## config.mk

```make
export PLATFORM = sky130hd
export DESIGN_NAME = exp_interval_event_gen
export DESIGN_NICKNAME = d
export VERILOG_FILES = /design/src/rtl/exp_interval_event_gen.sv
export SDC_FILE = /design/constraint.sdc
export NUM_CORES = 1
export LEC_CHECK = 0
export BUFFER_PORTS_ARGS = -buffer_cell sky130_fd_sc_hd__buf_2
export CAP_MARGIN = 20
export CORE_ASPECT_RATIO = 1.4
export CORE_UTILIZATION = 59
export CTS_CLUSTER_DIAMETER = 150
export DETAILED_ROUTE_END_ITERATION = 7
export HOLD_SLACK_MARGIN = 0.12
export PLACE_DENSITY = 0.92
export SETUP_SLACK_MARGIN = 0.02
export SLEW_MARGIN = 20
export SYNTH_ARGS = -nofsm -noshare
export SYNTH_HDL_FRONTEND = slang
export SYNTH_SLANG_ARGS = --single-unit
```

## constraint.sdc

```tcl
create_clock -name clk_i -period 3.7 [get_ports clk_i]
set_input_delay 1.11 -clock clk_i [delete_from_list [all_inputs] [get_ports clk_i]]
set_output_delay 1.11 -clock clk_i [all_outputs]
set_load 0.005 [all_outputs]
```

## src/rtl/exp_interval_event_gen.sv

```systemverilog
// Poisson event generator: consumes exponential samples as inter-arrival gaps,
// counts each gap down and emits a one-cycle event pulse with observability counters.
module exp_interval_event_gen #(
  parameter int unsigned X_WID   = 16,
  parameter int unsigned SHIFT   = 0,
  parameter int unsigned EVT_WID = 16,
  parameter int unsigned STV_WID = 8
) (
  input  logic               clk_i,
  input  logic               rst_i,
  input  logic               en_i,
  input  logic               clear_i,
  input  logic [X_WID-1:0]   sample_i,
  input  logic               sample_valid_i,
  output logic               sample_ready_o,
  output logic               event_o,
  output logic               busy_o,
  output logic [X_WID-1:0]   remain_o,
  output logic [EVT_WID-1:0] event_count_o,
  output logic [STV_WID-1:0] starve_count_o
);

  typedef enum logic [1:0] {IDLE, FETCH, COUNT, FIRE} state_t;

  state_t             state, state_nxt;
  logic [X_WID-1:0]   remain, remain_nxt;
  logic [X_WID-1:0]   gap_raw;
  logic [EVT_WID-1:0] evt_cnt, evt_nxt;
  logic [STV_WID-1:0] stv_cnt, stv_nxt;

  assign gap_raw = sample_i >> SHIFT;

  always_ff @(posedge clk_i or posedge rst_i) begin
    if (rst_i) begin
      state   <= IDLE;
      remain  <= '0;
      evt_cnt <= '0;
      stv_cnt <= '0;
    end else begin
      state   <= state_nxt;
      remain  <= remain_nxt;
      evt_cnt <= evt_nxt;
      stv_cnt <= stv_nxt;
    end
  end

  always_comb begin
    state_nxt  = state;
    remain_nxt = remain;
    evt_nxt    = evt_cnt;
    stv_nxt    = stv_cnt;
    case (state)
      IDLE: begin
        if (en_i) state_nxt = FETCH;
      end
      FETCH: begin
        if (sample_valid_i) begin
          // remain holds G-1 on entry to COUNT so FIRE lands exactly G cycles after the handshake
          if (gap_raw > X_WID'(1)) begin
            state_nxt  = COUNT;
            remain_nxt = gap_raw - X_WID'(1);
          end else begin
            state_nxt = FIRE;
          end
        end else if (!en_i) begin
          state_nxt = IDLE;
        end else if (stv_cnt != '1) begin
          stv_nxt = stv_cnt + STV_WID'(1);
        end
      end
      COUNT: begin
        if (remain <= X_WID'(1)) begin
          remain_nxt = '0;
          state_nxt  = FIRE;
        end else begin
          remain_nxt = remain - X_WID'(1);
        end
      end
      FIRE: begin
        if (evt_cnt != '1) evt_nxt = evt_cnt + EVT_WID'(1);
        state_nxt = en_i ? FETCH : IDLE;
      end
      default: state_nxt = IDLE;
    endcase
    if (clear_i) begin
      state_nxt  = IDLE;
      remain_nxt = '0;
      evt_nxt    = '0;
      stv_nxt    = '0;
    end
  end

  assign sample_ready_o = (state == FETCH);
  assign event_o        = (state == FIRE);
  assign busy_o         = (state != IDLE);
  assign remain_o       = remain;
  assign event_count_o  = evt_cnt;
  assign starve_count_o = stv_cnt;

endmodule

```

==> run metrics <==
Top FF cell, synth=dfrtp_1; clk slew on worst S/H paths=0.09 ns; main combinational cell family by area after synthesis=simple AND/OR/NAND/NOR gates; RSZ-0062 raised after global routing=false; simple-gate portion of the synthesized area=0.2931; port bufs=63; Top delay family on crit path=simple AND/OR/NAND/NOR gates; placed insts=442; clock buffer depth=2; Net count, final=414; H-tree depth=2; Final Non-Filler Cells=450; Slew HR=0.5415; Slew Limit Fails=0; Avg Inst Size Synth=8.588 µm²; Synth cell types=59; Synth Area in Compound Gates=0.1545; worst path cell trace=buf_2, inv_1, ha_1, nor2_1, nor4b_1, a21oi_1, buf_4, o211ai_1, nand3_1; Worst setup SP type=input pin; n_diodes=0; io pins=64; mux cell area share after synthesis=0.01408; Finished Core Util=0.7159; worst path buffer plus inverter count=3; antenna viol nets, final=0; Post-DP HPWL=5.110 mm; TritonCTS Buffers=5; status=completed; max-cap violations=0; sequential area share after synthesis=0.3697; CP Class=in -> reg; worst slew pin tran=0.6864 ns; synthesized net count=358; CTS-repair resized insts=0; crit-path max FO=10; TritonCTS clock tree=yes; Setup WS pre-CTS=0.6272 ns; number of global-route vias before repair=2,608; CP max-delay cell=nor4b_1; wire per inst=15.68 µm; Worst EP arrival=2.97 ns; Die Ht=84.13 µm; CP max stage delay=0.49 ns; Post-Syn Area=0.002843 mm²; global route hottest layer=met2; initial antenna violation count=0; Synth Register Bits=42; Fin Setup TNS=0 ns; Residual DRC=0; total power=1.169 mW; Starting Density=0.6218; Area growth, synth to finish=15.14%; Power Density=357.1 mW/mm²; yosys warns=0; Final period util=0.7552; GR met1 Demand/Resource=0.3884; final hold vios=0; DR vias/cell=6.227; Hold Crit Class=reg -> reg; gr usage total=0.2970; global route overflow=0; drt pass-1 iters=5; setup violators final=0; FMAX=357.9 MHz; Lkg Pwr=1.478 nW; Skew-Pair Late Insertion Delay=0.30 ns; Core Area=0.004572 mm²; die width=60.67 µm; clk_skew=0.007334 ns; root buf cell=clkbuf_8; Period minus WS final=2.794 ns; adder-cell share of the synthesized area=0.02641; met2 Usage GRT=0.4905; most frequent cells in the layout=buf_2, nor2_1, dfrtp_1; async set or reset register ratio after synthesis=1.000; WL final=7.057 mm; DR vias=2,802; gp weighted congestion=0.9101; fin worst setup slack=0.9058 ns; pin count of the biggest net entering global routing=43; first-pass GRT wire length=11.78 mm; Syn Inst Count=331; layout cell share with drive strength beyond 1=0.2320; setup bufs post-CTS=0; Sink Count=42; initial detailed-routing violation count=189; met3 GRT Util=0.04160; Post-synth EDFFs=0; WP data required=3.87 ns; xor-xnor portion of the synthesized cell area=0.09551; most common cell after layout, fill and taps aside=buf_2; Die Area=0.005104 mm²; Std-Cell Rows=29; cts-stage hold buffer count=0; crit end category=register; Max IR drop VDD=0.0002142 V
-- metal layers --
metal	vias to the layer above	wire, µm
li1	1328	-
met1	1324	2855
met2	136	3604
met3	14	463
met4	0	133
met5	-	0
-- layout make-up --
cell class / count / area (µm²)
inverters: 12 / 45.04
multi-input cells: 259 / 1659
flip-flops and latches: 42 / 1051
fillers: 380 / 1299
clock inverters: 2 / 12.51
repair buffers: 67 / 345.3
clock buffers: 6 / 82.58
well taps: 62 / 77.57
-- cell usage after synthesis (all sizes together) (2+ instances only) --
cell type | n | area, µm²
ha | 6 | 75.07
or4 | 9 | 83.83
dfrtp | 42 | 1051
a221o | 2 | 20.02
clkbuf | 14 | 53.80
nor3 | 26 | 130.1
o22ai | 10 | 62.56
o21ai | 10 | 57.55
o211ai | 2 | 15.01
nor2b | 5 | 31.28
a21o | 3 | 22.52
o32ai | 5 | 51.30
xor2 | 6 | 52.55
or2 | 3 | 18.77
inv | 12 | 45.04
a21oi | 9 | 45.04
nor4b | 2 | 17.52
nor2 | 42 | 157.7
a31oi | 3 | 18.77
a2bb2oi | 3 | 26.28
nand2 | 21 | 78.83
nand4 | 8 | 50.05
mux2i | 4 | 40.04
nor3b | 2 | 15.01
xnor2 | 25 | 219.0
nor4 | 11 | 68.82
nand3 | 14 | 70.07
buf | 4 | 33.78
a22o | 4 | 35.03
or3 | 5 | 37.54
-- path summary, 6_finish.rpt --
path,startpoint,endpoint,slack [ns],cells after the start
setup reg to reg,remain_o[10],remain_o[8],1.02,5
max in group asynchronous,rst_i,starve_count_o[1],2.40,3
setup / recovery,sample_i[0],remain_o[12],0.91,9
hold reg to reg,event_count_o[14],event_count_o[14],0.55,1
hold / removal,event_count_o[14],event_count_o[14],0.55,1
min in group asynchronous,rst_i,event_count_o[12],0.93,3
-- kinds of logic after synthesis --
family | after synthesis
buffers and inverters | 30
xor gates and xnor gates | 31
adders and majority gates | 6
muxes | 4
AOI/OAI and AO/OA | 61
and+or+nand+nor | 157
DFF | 42
-- through the flow --
stage	cell area (µm²)	hold slack, ns
after floorplan	2843	0.5172
after detailed placement	3178	0.5350
after CTS	3273	0.5469
after global routing	3273	0.5743
after global placement	3178	0.5237
final	3273	0.5491
-- sequential cells by signal, summed over array words and instances, names as in the netlist --
| register | count |
|---|---|
| starve_count_o | 8 |
| state | 2 |
| event_count_o | 16 |
| remain_o | 16 |
-- power breakdown --
group	internal [mW]	switching, mW
clock	0.150	0.165
sequential	0.478	0.0338
combinational	0.148	0.193
total	0.776	0.392
(Power assumes the default switching activity.)
